`src/rtl/bsu_pkg.sv`:
```
// Shared definitions for the BSU channel-load sequencer: state encoding,
// decoder select codes and small combinational helpers.
package bsu_pkg;

  typedef enum logic [2:0] {
    ST_IDLE   = 3'd0,
    ST_SETUP  = 3'd1,
    ST_STROBE = 3'd2,
    ST_HOLD   = 3'd3,
    ST_DONE   = 3'd4
  } bsu_state_e;

  localparam logic [4:0] SEL_IDLE = 5'd0;
  localparam logic [4:0] SEL_CH0  = 5'd6;
  localparam logic [4:0] SEL_CH1  = 5'd10;
  localparam logic [4:0] SEL_CH2  = 5'd14;
  localparam logic [4:0] SEL_CH3  = 5'd18;

  // Decoder select code for a channel index.
  function automatic logic [4:0] sel_code(input logic [1:0] ch);
    logic [4:0] code;
    case (ch)
      2'd0:    code = SEL_CH0;
      2'd1:    code = SEL_CH1;
      2'd2:    code = SEL_CH2;
      2'd3:    code = SEL_CH3;
      default: code = SEL_IDLE;
    endcase
    return code;
  endfunction

  // Lowest set mask bit at or above 'from'; result is {found, index}.
  function automatic logic [2:0] first_set(input logic [3:0] mask, input logic [2:0] from);
    logic [2:0] res;
    res = 3'b000;
    for (int i = 3; i >= 0; i--) begin
      if (mask[i] && (3'(i) >= from)) begin
        res = {1'b1, 2'(i)};
      end else begin
        res = res;
      end
    end
    return res;
  endfunction

  // Counter width able to hold (longest phase - 1), never less than one bit.
  function automatic int cnt_width(input int a, input int b, input int c);
    int m;
    m = a;
    if (b > m) m = b;
    if (c > m) m = c;
    return (m <= 2) ? 1 : $clog2(m);
  endfunction

endpackage

```
`src/rtl/bsu_phase_timer.sv`:
```
// Single down-counter shared by the SETUP/STROBE/HOLD phases. Loading N-1
// on phase entry makes 'expire' rise in the N-th cycle of that phase.
module bsu_phase_timer #(
  parameter int CNT_W = 2
) (
  input  logic             clk,
  input  logic             rst,
  input  logic             load,
  input  logic [CNT_W-1:0] load_val,
  output logic             expire
);

  logic [CNT_W-1:0] cnt_r;

  // Load on phase entry, otherwise count down and park at zero.
  always_ff @(posedge clk or posedge rst) begin
    if (rst) begin
      cnt_r <= {CNT_W{1'b0}};
    end else if (load) begin
      cnt_r <= load_val;
    end else if (cnt_r != {CNT_W{1'b0}}) begin
      cnt_r <= cnt_r - {{(CNT_W-1){1'b0}}, 1'b1};
    end else begin
      cnt_r <= cnt_r;
    end
  end

  assign expire = (cnt_r == {CNT_W{1'b0}});

endmodule

```
`src/rtl/bsu_load_seq.sv`:
```
// Sequencer that loads up to four phase words into a channel decoder:
// per masked channel it presents sel/data (SETUP), pulses en (STROBE) and
// holds sel/data (HOLD). All outputs are registered from the next state so
// they line up with the state register.
module bsu_load_seq
  import bsu_pkg::*;
#(
  parameter int PHASE_W    = 6,
  parameter int SETUP_CYC  = 2,
  parameter int STROBE_CYC = 4,
  parameter int HOLD_CYC   = 2
) (
  input  logic                 clk,
  input  logic                 rst,
  input  logic                 cmd_valid,
  output logic                 cmd_ready,
  input  logic [4*PHASE_W-1:0] cmd_phase,
  input  logic [3:0]           cmd_mask,
  input  logic                 abort,
  output logic                 dec_en,
  output logic [4:0]           dec_sel,
  output logic [PHASE_W-1:0]   ps_data,
  output logic [1:0]           ch_idx,
  output logic                 busy,
  output logic                 done,
  output logic                 aborted
);

  localparam int CNT_W = cnt_width(SETUP_CYC, STROBE_CYC, HOLD_CYC);
  localparam logic [CNT_W-1:0] LD_SETUP  = CNT_W'(SETUP_CYC - 1);
  localparam logic [CNT_W-1:0] LD_STROBE = CNT_W'(STROBE_CYC - 1);
  localparam logic [CNT_W-1:0] LD_HOLD   = CNT_W'(HOLD_CYC - 1);

  bsu_state_e           state_r, state_nxt_s;
  logic [1:0]           ch_r, ch_nxt_s;
  logic [4*PHASE_W-1:0] phase_r, data_src_s;
  logic [3:0]           mask_r;
  logic [PHASE_W-1:0]   word_s;
  logic [2:0]           next_s;
  logic [CNT_W-1:0]     load_val_s;
  logic                 load_s, expire_s, capture_s, abort_hit_s, active_s;

  bsu_phase_timer #(.CNT_W(CNT_W)) u_timer (
    .clk      (clk),
    .rst      (rst),
    .load     (load_s),
    .load_val (load_val_s),
    .expire   (expire_s)
  );

  // Next-state logic; abort wins over a phase expiry in the same cycle.
  always_comb begin
    state_nxt_s = state_r;
    ch_nxt_s    = ch_r;
    load_s      = 1'b0;
    load_val_s  = {CNT_W{1'b0}};
    capture_s   = 1'b0;
    abort_hit_s = 1'b0;
    next_s      = 3'b000;
    case (state_r)
      ST_IDLE: begin
        if (cmd_valid) begin
          capture_s = 1'b1;
          next_s    = first_set(cmd_mask, 3'd0);
          if (next_s[2]) begin
            state_nxt_s = ST_SETUP;
            ch_nxt_s    = next_s[1:0];
            load_s      = 1'b1;
            load_val_s  = LD_SETUP;
          end else begin
            state_nxt_s = ST_DONE;
          end
        end else begin
          state_nxt_s = ST_IDLE;
        end
      end
      ST_SETUP: begin
        if (abort) begin
          state_nxt_s = ST_IDLE;
          abort_hit_s = 1'b1;
        end else if (expire_s) begin
          state_nxt_s = ST_STROBE;
          load_s      = 1'b1;
          load_val_s  = LD_STROBE;
        end else begin
          state_nxt_s = ST_SETUP;
        end
      end
      ST_STROBE: begin
        if (abort) begin
          state_nxt_s = ST_IDLE;
          abort_hit_s = 1'b1;
        end else if (expire_s) begin
          state_nxt_s = ST_HOLD;
          load_s      = 1'b1;
          load_val_s  = LD_HOLD;
        end else begin
          state_nxt_s = ST_STROBE;
        end
      end
      ST_HOLD: begin
        if (abort) begin
          state_nxt_s = ST_IDLE;
          abort_hit_s = 1'b1;
        end else if (expire_s) begin
          next_s = first_set(mask_r, {1'b0, ch_r} + 3'd1);
          if (next_s[2]) begin
            state_nxt_s = ST_SETUP;
            ch_nxt_s    = next_s[1:0];
            load_s      = 1'b1;
            load_val_s  = LD_SETUP;
          end else begin
            state_nxt_s = ST_DONE;
          end
        end else begin
          state_nxt_s = ST_HOLD;
        end
      end
      ST_DONE: begin
        state_nxt_s = ST_IDLE;
      end
      default: begin
        state_nxt_s = ST_IDLE;
      end
    endcase
  end

  // Phase word for the next channel; on acceptance take it straight from the port.
  always_comb begin
    data_src_s = capture_s ? cmd_phase : phase_r;
    active_s   = (state_nxt_s == ST_SETUP) || (state_nxt_s == ST_STROBE) ||
                 (state_nxt_s == ST_HOLD);
    case (ch_nxt_s)
      2'd0:    word_s = data_src_s[0*PHASE_W +: PHASE_W];
      2'd1:    word_s = data_src_s[1*PHASE_W +: PHASE_W];
      2'd2:    word_s = data_src_s[2*PHASE_W +: PHASE_W];
      2'd3:    word_s = data_src_s[3*PHASE_W +: PHASE_W];
      default: word_s = {PHASE_W{1'b0}};
    endcase
  end

  // State, channel pointer and captured command.
  always_ff @(posedge clk or posedge rst) begin
    if (rst) begin
      state_r <= ST_IDLE;
      ch_r    <= 2'd0;
      phase_r <= {(4*PHASE_W){1'b0}};
      mask_r  <= 4'd0;
    end else begin
      state_r <= state_nxt_s;
      ch_r    <= ch_nxt_s;
      phase_r <= capture_s ? cmd_phase : phase_r;
      mask_r  <= capture_s ? cmd_mask : mask_r;
    end
  end

  // Registered outputs derived from the state being entered.
  always_ff @(posedge clk or posedge rst) begin
    if (rst) begin
      cmd_ready <= 1'b1;
      busy      <= 1'b0;
      done      <= 1'b0;
      aborted   <= 1'b0;
      dec_en    <= 1'b0;
      dec_sel   <= SEL_IDLE;
      ps_data   <= {PHASE_W{1'b0}};
      ch_idx    <= 2'd0;
    end else begin
      cmd_ready <= (state_nxt_s == ST_IDLE);
      busy      <= (state_nxt_s != ST_IDLE);
      done      <= (state_nxt_s == ST_DONE);
      aborted   <= abort_hit_s;
      dec_en    <= (state_nxt_s == ST_STROBE);
      dec_sel   <= active_s ? sel_code(ch_nxt_s) : SEL_IDLE;
      ps_data   <= active_s ? word_s : {PHASE_W{1'b0}};
      ch_idx    <= active_s ? ch_nxt_s : 2'd0;
    end
  end

endmodule
```
`config.mk`:
```
export PLATFORM = sky130hd
export DESIGN_NAME = bsu_load_seq
export DESIGN_NICKNAME = d
export VERILOG_FILES = /design/src/rtl/bsu_pkg.sv /design/src/rtl/bsu_phase_timer.sv /design/src/rtl/bsu_load_seq.sv
export SDC_FILE = /design/constraint.sdc
export NUM_CORES = 1
export LEC_CHECK = 0
export CAP_MARGIN = 20
export CELL_PAD_IN_SITES_DETAIL_PLACEMENT = 0
export CELL_PAD_IN_SITES_GLOBAL_PLACEMENT = 2
export CORE_MARGIN = 1
export CORE_UTILIZATION = 31
export DETAILED_ROUTE_END_ITERATION = 8
export MAX_ROUTING_LAYER = met4
export PLACE_DENSITY_LB_ADDON = 0.12
export SYNTH_ARGS = -nofsm -noshare
export SYNTH_HDL_FRONTEND = slang
export SYNTH_SLANG_ARGS = --single-unit
```
`constraint.sdc`:
```
create_clock -name clk -period 2.6 [get_ports clk]
set_input_delay 0.52 -clock clk [delete_from_list [all_inputs] [get_ports clk]]
set_output_delay 0.52 -clock clk [all_outputs]
set_load 0.01 [all_outputs]
```
# Yosys cells after proc, flatten, opt, wreduce, memory -nomap -nowiden
# Index checks and enable logic that the tools add are counted.
totals:
  in_bits: 32
  reg_bits: 53
  output_inout_bits: 18
op_classes:
  muxes: 59
  reduce_logical: 15
  n_lt_le_gt_ge: 4
  add_sub_neg: 2
  eq_ne: 10
op_table:
  columns: ["op", "n"]
  rows:
  - ["2-to-1 mux 3 bit", 18]
  - ["2-to-1 mux 2 bit", 13]
  - ["2-to-1 mux 24 bit", 1]
  - ["one-hot mux 6 bit (4 select lines)", 1]
  - ["one-hot mux 5 bit (4 select lines)", 1]
  - ["2-to-1 mux 1 bit", 19]
  - ["== test 3 x 2 -> 1 bit, second input constant", 4]
  - ["one-hot mux 3 bit (4 select lines)", 1]
  - ["one-hot mux 2 bit (4 select lines)", 1]
  - ["== test 3 x 1 -> 1 bit, second input constant", 2]
  - [">= comparator 1 x 3 -> 1 bit, first input constant", 2]
  - [">= comparator 2 x 3 -> 1 bit, first input constant", 2]
  - ["zero test 3 bit", 2]
  - ["2-to-1 mux 6 bit", 1]
  - ["2-to-1 mux 5 bit", 1]
  - ["== test 2 bit, second input constant", 2]
  - ["logical AND 1 bit", 4]
  - ["zero test 2 bit", 2]
  - ["one-hot mux 2 bit (2 select lines)", 1]
  - ["nonzero test 2 bit", 2]
  - ["adder 2 x 1 -> 3 bit, second input constant", 1]
  - ["== test 3 bit, second input constant", 1]
  - ["one-hot mux 1 bit (3 select lines)", 1]
  - ["nonzero test 3 bit", 1]
  - ["other kinds (5)", 6]

# Depth between registers and ports, before layout
# Gate-level depths: netlist of run 1.
logic_depth:
  word_depth: 18
  mapped_depth: 9
  ltp_nobuf: 8

# By module
# Synthesis of run 1 repeated with hierarchy kept, for this count alone.
hier_totals:
  hier_cells: 252
  hier_area_um2: 2408.6
by_module_without_submodules:
  columns: ["module", "cells_per_inst", "area_each_um2", "instances"]
  rows:
  - ["bsu_load_seq", 239, 2280.9, 1]
  - ["bsu_phase_timer", 13, 127.6, 1]

# Worst setup path before layout of run 1
# OpenSTA, ideal clock, no wires.
synth_timing:
  path_type: "register to register"
  start: "reg state_r[0]"
  end: "reg ps_data[4]"
  setup_slack_ps: 465
  path_buffers: 2
  setup_ps: 124
  synth_period_minus_slack_ps: 2135
  path_stages_with_launch: 8
  arrival_time_ps: 2012
  t_required_ps: 2476
  cell_sequence: "dfrtp_1 > buf_6 > or4b_4 > buf_6 > a2bb2oi_1 > o22ai_4 > mux2_2 > o2bb2ai_1"
synth_between:
  elab_chain_cells: 6
synth_rtl:
  columns: ["element", "line", "text"]
  rows:
  - ["from (decl)", "bsu_load_seq.sv:34", "bsu_state_e state_r, state_nxt_s;"]
  - ["from (signal assigned)", "bsu_load_seq.sv:150", "state_r <= state_nxt_s;"]
  - ["== test 3 x 2 -> 1 bit, or another cell as far along", null, null]
  - ["one-hot mux 3 bit (4 select lines)", "bsu_load_seq.sv:60", "case (state_r)"]
  - ["== test 3 x 1 -> 1 bit or == test 3 x 2 -> 1 bit (tied branches)", "bsu_load_seq.sv:131", "active_s = (state_nxt_s == ST_SETUP) || (state_nxt_s == ST_STROBE) ||"]
  - ["logical OR 1 bit (2 in series)", "bsu_load_seq.sv:131", null]
  - ["2-to-1 mux 6 bit (*)", "bsu_load_seq.sv:175", "ps_data <= active_s ? word_s : {PHASE_W{1'b0}};"]
  - ["to (signal assigned)", "bsu_load_seq.sv:166", "ps_data <= {PHASE_W{1'b0}};"]
  - ["to (signal assigned)", "bsu_load_seq.sv:175", null]
  - ["to (decl)", "bsu_load_seq.sv:22", "output logic [PHASE_W-1:0] ps_data,"]
# Every way passes the cells marked *; elsewhere a longest branch is shown, timed or not.
# A chain may end at the register's enable or synchronous reset.

# Final worst setup path of run 1
layout_timing:
  start: "in cmd_valid"
  end: "reg ps_data[1]"
layout_between:
  elab_chain_cells: 6
layout_rtl:
  columns: ["element", "line", "text"]
  rows:
  - ["from (decl)", "bsu_load_seq.sv:15", "input logic cmd_valid,"]
  - ["2-to-1 mux 3 bit", "bsu_load_seq.sv:62", "if (cmd_valid) begin"]
  - ["one-hot mux 3 bit (4 select lines)", "bsu_load_seq.sv:60", null]
  - ["== test 3 x 1 -> 1 bit or == test 3 x 2 -> 1 bit (tied branches)", "bsu_load_seq.sv:131", null]
  - ["logical OR 1 bit (2 in series)", "bsu_load_seq.sv:131", null]
  - ["2-to-1 mux 6 bit (*)", "bsu_load_seq.sv:175", null]
# Marks and branches as above.

==> results of run 1 <==
==> per-layer routing <==
layer / vias to the layer above / global-route usage [%] / share of wire [%]
met3: 2 / 4.29 / 3.2
met4: 0 / 4.40 / 0.59
met5: - / - / 0
met2: 35 / 25.5 / 51
li1: 887 / - / -
met1: 816 / 20.0 / 45
==> logic make-up (layout without fill, tap and decap cells) <==
logic type / Yosys count / after routing / synth area share, %
xor gates and xnor gates: 2 / 2 / 0.756
adders and majority gates: 1 / 1 / 0.540
AOI/OAI and AO/OA: 28 / 28 / 9.23
muxes: 14 / 14 / 6.48
buffers and inverters: 22 / 83 / 5.13
and+or+nand+nor: 113 / 113 / 22.6
other: 1 / 1 / 0.162
DFF: 51 / 51 / 55.1
==> cell usage after synthesis (all sizes together), types with 2 or more instances <==
| master | count | area share, % |
|---|---|---|
| mux2 | 8 | 3.9 |
| nor4b | 2 | 1.0 |
| o41ai | 2 | 0.76 |
| nand2 | 72 | 12 |
| nor2b | 5 | 1.3 |
| buf | 7 | 2.7 |
| nor2 | 13 | 2.4 |
| nor3 | 2 | 0.43 |
| o211ai | 2 | 0.65 |
| or3 | 2 | 0.54 |
| mux2i | 6 | 2.6 |
| inv | 10 | 1.6 |
| o21ai | 4 | 0.86 |
| o22ai | 3 | 1.4 |
| clkbuf | 5 | 0.81 |
| o31ai | 2 | 0.65 |
| o2bb2ai | 5 | 1.9 |
| nand2b | 4 | 1.1 |
| a31oi | 2 | 0.54 |
| a21oi | 3 | 0.65 |
| and2 | 2 | 0.54 |
| o21a | 2 | 0.65 |
| or2 | 5 | 1.3 |
| dfrtp | 50 | 54 |
==> cell type report <==
type | instances | area (µm²)
fill | 749 | 4150
tap | 99 | 124
clock buffer | 5 | 68.8
clock inverter | 3 | 43.8
multi-input combinational | 159 | 931
inverter | 10 | 37.5
sequential | 51 | 1280
timing repair buffer | 65 | 621
==> worst min-delay path, stage by stage (launching register included) <==
cell	delay, ns
dfrtp_1	0.33
nand2_1	0.05
nand2_1	0.07
==> metrics by stage <==
step           setup WS [ns]  util [%]  cell area [µm²]  setup TNS [ns]  hold slack (ns)
2_1_floorplan          0.465         -             2320               0            0.436
3_3_place_gp         -0.0584      41.2             2990          -0.224            0.459
3_5_place_dp          -0.122      41.2             2990          -0.459            0.458
4_1_cts                0.222      42.8             3100               0            0.481
5_1_grt               0.0482      42.8             3100               0            0.512
6_report               0.240      42.8             3100               0            0.480
==> sequential cells by signal, summed over array words and instances, names as in the netlist, 2 cells and up <==
register	count
ch_idx	2
ch_r	2
dec_sel	4
mask_r	3
phase_r	24
ps_data	6
state_r	3
u_timer.cnt_r	2
==> worst max path at each step <==
stage / to / slack, ns / cells after the start
floorplan: ps_data[4] / 0.46 / 7
global placement: ps_data[1] / -0.06 / 7
detailed placement: ps_data[1] / -0.12 / 7
CTS: ps_data[1] / 0.22 / 7
global route: dec_sel[4] / 0.05 / 6
finish: ps_data[1] / 0.24 / 7
==> placed cells by master (no fill, tap or decap), types with 2 or more instances in the layout <==
cell	count
mux2_2	8
o31ai_1	2
nor3_1	2
dfrtp_1	50
o2bb2ai_1	5
mux2i_1	6
nand2_1	72
nor2_1	12
inv_1	8
clkdlybuf4s50_1	48
a21oi_1	3
clkbuf_8	5
nor2b_1	5
and2_1	2
o211ai_1	2
o21a_1	2
o21ai_0	4
or3_1	2
buf_4	16
a31oi_1	2
o22ai_1	2
nand2b_1	4
o41ai_1	2
or2_2	4
inv_2	2
==> power groups by stage <==
stage	clock (µW)	sequential (µW)	combinational, µW
finish	552	1290	1590
global route	618	1330	1800
CTS	576	1290	1630
detailed placement	0	1310	1630
global placement	0	1310	1610
floorplan	0	1290	1070
==> impl_results.md, run 1 <==
* Status: completed
* Final Critical Period at roughly 2.4 ns
* Flop pwr share at between 30 and 40%
* Clk network pwr share at ~16%
* Htree depth at 2
* Share of layout cells above drive strength 1 at 15.0%
* Routed Antenna Nets at 0
* WL/cell at 13.4 µm
* Final Slew Violations at 0
* Aggregate global-route resource usage at between 10% and 20%
* Area Overhead vs Synth at 33.8%
* Mapped Nets at 265
* Clock Latency Late Sink at roughly 0.3 ns
* Hold Path Origin: phase_r[1]
* Pwr/cell area at 1110 mW/mm²
* Switching share of power at 36.1%
* Worst R2R Setup Slack at between 0.3 and 0.4 ns
* Starting Density at about a third
* Cell variety after synth at 46
* Worst Skew at 0.00985 ns
* Max clock buf depth at 2
* Internal power at 2200 µW
* Vias in the first global route at roughly 1800
* CP bufs+invs at 2
* Post-Syn Area at 0.00232 mm²
* Postcts setup bufs at 0
* Fmax achieved at 424 MHz
* Largest net degree at the start of global routing at 28
* NumNets Final at around 330
* WP data arrival at between 2 and 3 ns
* Max_slew headroom at 42.8%
* RSZ-0062 raised after global routing: false
* Root Driver: clkbuf_8
* Post-synth ARST share at 100%
* Synthesized area per cell at approximately 10 µm²
* Psw at about 1200 µW
* Hold_buf cts at 0
* Post-DP HPWL at approximately 4 mm
* Post-synthesis instance total at between 200 and 250
* Initial antenna violation count at 0
* CTS-repair resized insts at 0
* CP cell instances: clkdlybuf4s50_1 > or4b_4 > a2bb2oi_1 > o22ai_4 > buf_4 > mux2i_1 > o2bb2ai_1
* Clk slew on worst S/H paths at about 0.10 ns
* Clk sinks at between 50 and 60
* Max-cap violations at 0
* Crit end category: flop
* CTS buffer count at 5
* Worst EP required at 2.80 ns
* Worst Hold Class: reg -> reg
* R2r startpoint: u_timer.cnt_r[0]
* Ports at 50
* Lkg Pwr at 0.00144 µW
* CTS tree: built
* CP peak stage delay at 0.50 ns
* Setup violations, final at 0
* Setup crit start kind: input port
* Diode count at 0
* Number of synthesized flops with an enable pin at 0
* Grt ovf at 0
* R2R depth at 6
* Die H at about 90 µm
* Num rows at 31
* Port Buffer Count at 48
* Largest fanout on the critical path at 10
* Via count at 1740
* Core ar. at 0.00725 mm²
* Drt pass-1 iters at 4
* Synth Flop Type: dfrtp_1
* Worst vdd ir at around 0.00035 V
* WL final at 5.24 mm
* Fin. Hold Viols at 0
* Final Power at 3430 µW
* Die Wd at 88.5 µm
* Placed Cells at 384
* Min-Delay Endpoint: phase_r[1]
* DRC viols at 0
* Critical path type: in -> reg
* CP top delay family: buffers and inverters
* Yosys warning count at 0
* Routability cong. at between 0.7 and 0.8
* Iter 0 DRT Violations at 49
* Register area share after synthesis at between 50% and 60%
* Worst Setup SP: cmd_valid
* Slew of the pin with the lowest slew margin at roughly 0.85 ns
* Hold path cells at 2
* Synth Register Bits at 51
* R2R Path End: dec_sel[4]
* CP max-delay cell: clkdlybuf4s50_1
* First-pass GRT wire length at slightly below 9 mm
* Non-Filler Instances at just under 400
* Final cycle utilization of the critical path at 90.8%
* Logic gate share of total power at between 40% and 50%
* Vias per inst at around 4.4
* Die area at approximately 0.008 mm²
(Power assumes the default switching activity.)
==> run 2: changes to the inputs <==
--- a/config.mk
+++ b/config.mk
@@ -15,2 +15,3 @@
 export PLACE_DENSITY_LB_ADDON = 0.12
+export SETUP_SLACK_MARGIN = 0.05
 export SYNTH_ARGS = -nofsm -noshare
==> constraint.sdc (replaced) <==
create_clock -name clk -period 2.6 [get_ports clk]
set_input_delay 0.26 -clock clk [delete_from_list [all_inputs] [get_ports clk]]
set_output_delay 0.26 -clock clk [all_outputs]
set_load 0.01 [all_outputs]
==> run 2 against run 1 <==
Sequential share of layout area is 0.45 points higher. Total power is 0.87% higher. Non-clock buffer count is 4 lower. Critical path type is now reg -> reg. Critical endpoint is now ps_data[3].
==> impl_results.md, run 2 (synthesis results as in run 1) <==
* Status: completed
* R2R Path End: ps_data[3]
* Final Slew Violations at 0
* Max clock buf depth at 2
* # fillers at between 700 and 800
* Critical Path End: ps_data[3]
* Clk network pwr share at between 10% and 20%
* R2r startpoint: state_r[1]
* Slew of the pin with the lowest slew margin at 0.838 ns
* Pwr/cell area at around 1100 mW/mm²
* Routed Antenna Nets at 0
* Largest regs: phase_r: 24 flops, ps_data: 6 flops, dec_sel: 4 flops
* Setup crit start kind: flop
* CTS buffer count at 5
* Hold_buf cts at 0
* Max FFs per register at 24
* WL final at 5.45 mm
* Via count at 1774
* Switching share of power at 36.1%
* WL/cell at 14.0 µm
* Fin. Hold Viols at 0
* Crit end category: flop
* Routability cong. at 0.797
* Drt pass-1 iters at 4
* R2R depth at 5
* Final Power at 3460 µW
* RSZ-0062 raised after global routing: false
* Max-cap violations at 0
* Clk sinks at approximately 50
* Vias per inst at approximately 4.6
* Largest fanout on the critical path at 13
* Worst vdd ir at approximately 0.00035 V
* Initial antenna violation count at 0
* Clk slew on worst S/H paths at approximately 0.1 ns
* WP data arrival at about 2.5 ns
* Post-DP HPWL at 4.04 mm
* Aggregate global-route resource usage at about 16%
* Setup total negative slack at 0 ns
* Htree depth at 2
* Starting Density at around a third
* Internal power at 2210 µW
* Worst EP required at 2.80 ns
* Root Driver: clkbuf_8
* Most frequent cells in the layout: nand2_1, dfrtp_1, clkdlybuf4s50_1
* Core ar. at roughly 0.0073 mm²
* Die Wd at between 80 and 90 µm
* Num rows at 31
* DRC viols at 0
* Share of layout cells above drive strength 1 at ~14%
* Worst Setup SP: state_r[1]
* Psw at ~1300 µW
* Fmax achieved at 439 MHz
* CTS-repair resized insts at 0
* Worst R2R Setup Slack at approximately 0.32 ns
* NumNets Final at 321
* Max_slew headroom at 43.4%
* Final cycle utilization of the critical path at 87.7%
* Diode count at 0
* Vias in the first global route at 1899
* Lkg Pwr at between 0.001 and 0.0015 µW
* Grt ovf at 0
* Logic gate share of total power at 45.5%
* Area Overhead vs Synth at 32.4%
* Die area at approximately 0.008 mm²
* Final Critical Period at roughly 2.3 ns
* Register bank with the most flops: phase_r
* Postcts setup bufs at 0
* Clock Latency Late Sink at 0.31 ns
* Port Buffer Count at 48
* Ports at 50
* Flop pwr share at 37.4%
* Die H at between 80 and 90 µm
* Largest net degree at the start of global routing at 27
* Iter 0 DRT Violations at 44
* First-pass GRT wire length at a little over 9 mm
* Most common cell after layout, fill and taps aside: nand2_1
* CTS tree: built
* Worst Skew at between 0.005 and 0.006 ns
* Setup violations, final at 0
* Worst Hold Class: in -> async
* Critical path type: reg -> reg
run 2: cell count changes in the layout (fill, tap and decap cells not counted):
cell / change
buf_12: -1
clkbuf_8: +1
buf_4: -3
inv_6: +1
clkinv_2: -1
clkinv_4: -1
run 2: cell type report:
type | instances | area, µm² | area share [%]
Inverter | 10 | 37.5 | 1.22
Clock inverter | 2 | 38.8 | 1.26
Sequential cell | 51 | 1280 | 41.6
Clock buffer | 6 | 82.6 | 2.69
Multi-Input combinational cell | 159 | 931 | 30.3
Timing Repair Buffer | 61 | 578 | 18.8
Tap cell | 99 | 124 | 4.04
run 2: power groups by stage:
stage                     registers [µW]  logic [µW]  clock network (µW)
final                               1300        1580                 591
after global routing                1330        1770                 636
after CTS                           1300        1620                 608
after detailed placement            1310        1620                   0
after global placement              1320        1610                   0
after floorplan                     1290        1070                   0
run 2: worst min-delay path by stage:
stage | start | end | cells past startpoint
finish | rst | phase_r[16] | 2
global route | rst | phase_r[16] | 2
CTS | rst | phase_r[16] | 2
detailed placement | phase_r[17] | phase_r[17] | 2
global placement | phase_r[10] | phase_r[10] | 2
floorplan | cmd_mask[1] | mask_r[1] | 2
run 2: routing by layer:
metal	wire, µm	share of wire, %	GRT usage (%)
met5	0	0	-
met4	122	2.2	6.16
met3	216	4.0	3.36
met2	2720	50	27.3
met1	2390	44	18.8
run 2: stage by stage:
stage / utilization [%] / instances / worst slack, ns / area, µm² / hold slack, ns
6_report: 42.3 / 388 / 0.320 / 3070 / 0.244
5_1_grt: 42.3 / 388 / 0.196 / 3070 / 0.286
4_1_cts: 42.3 / 388 / 0.302 / 3070 / 0.258
3_5_place_dp: 40.6 / 380 / 0.121 / 2950 / 0.460
3_3_place_gp: 40.6 / 380 / 0.166 / 2950 / 0.460
2_1_floorplan: - / 232 / 0.465 / 2320 / 0.365
run 2: critical path, cell delays in order, from the launching register on:
cell	delay, ns
dfrtp_1	0.52
or4b_4	0.57
a2bb2oi_1	0.18
o22ai_4	0.39
mux2_2	0.39
o2bb2ai_1	0.12
==> run 3: changes to the inputs <==
- CORE_MARGIN: 1 -> not set
- SLEW_MARGIN: not set -> 10
==> results of run 3 <==
Final layout, timing and power as in run 2 (identical DEF).
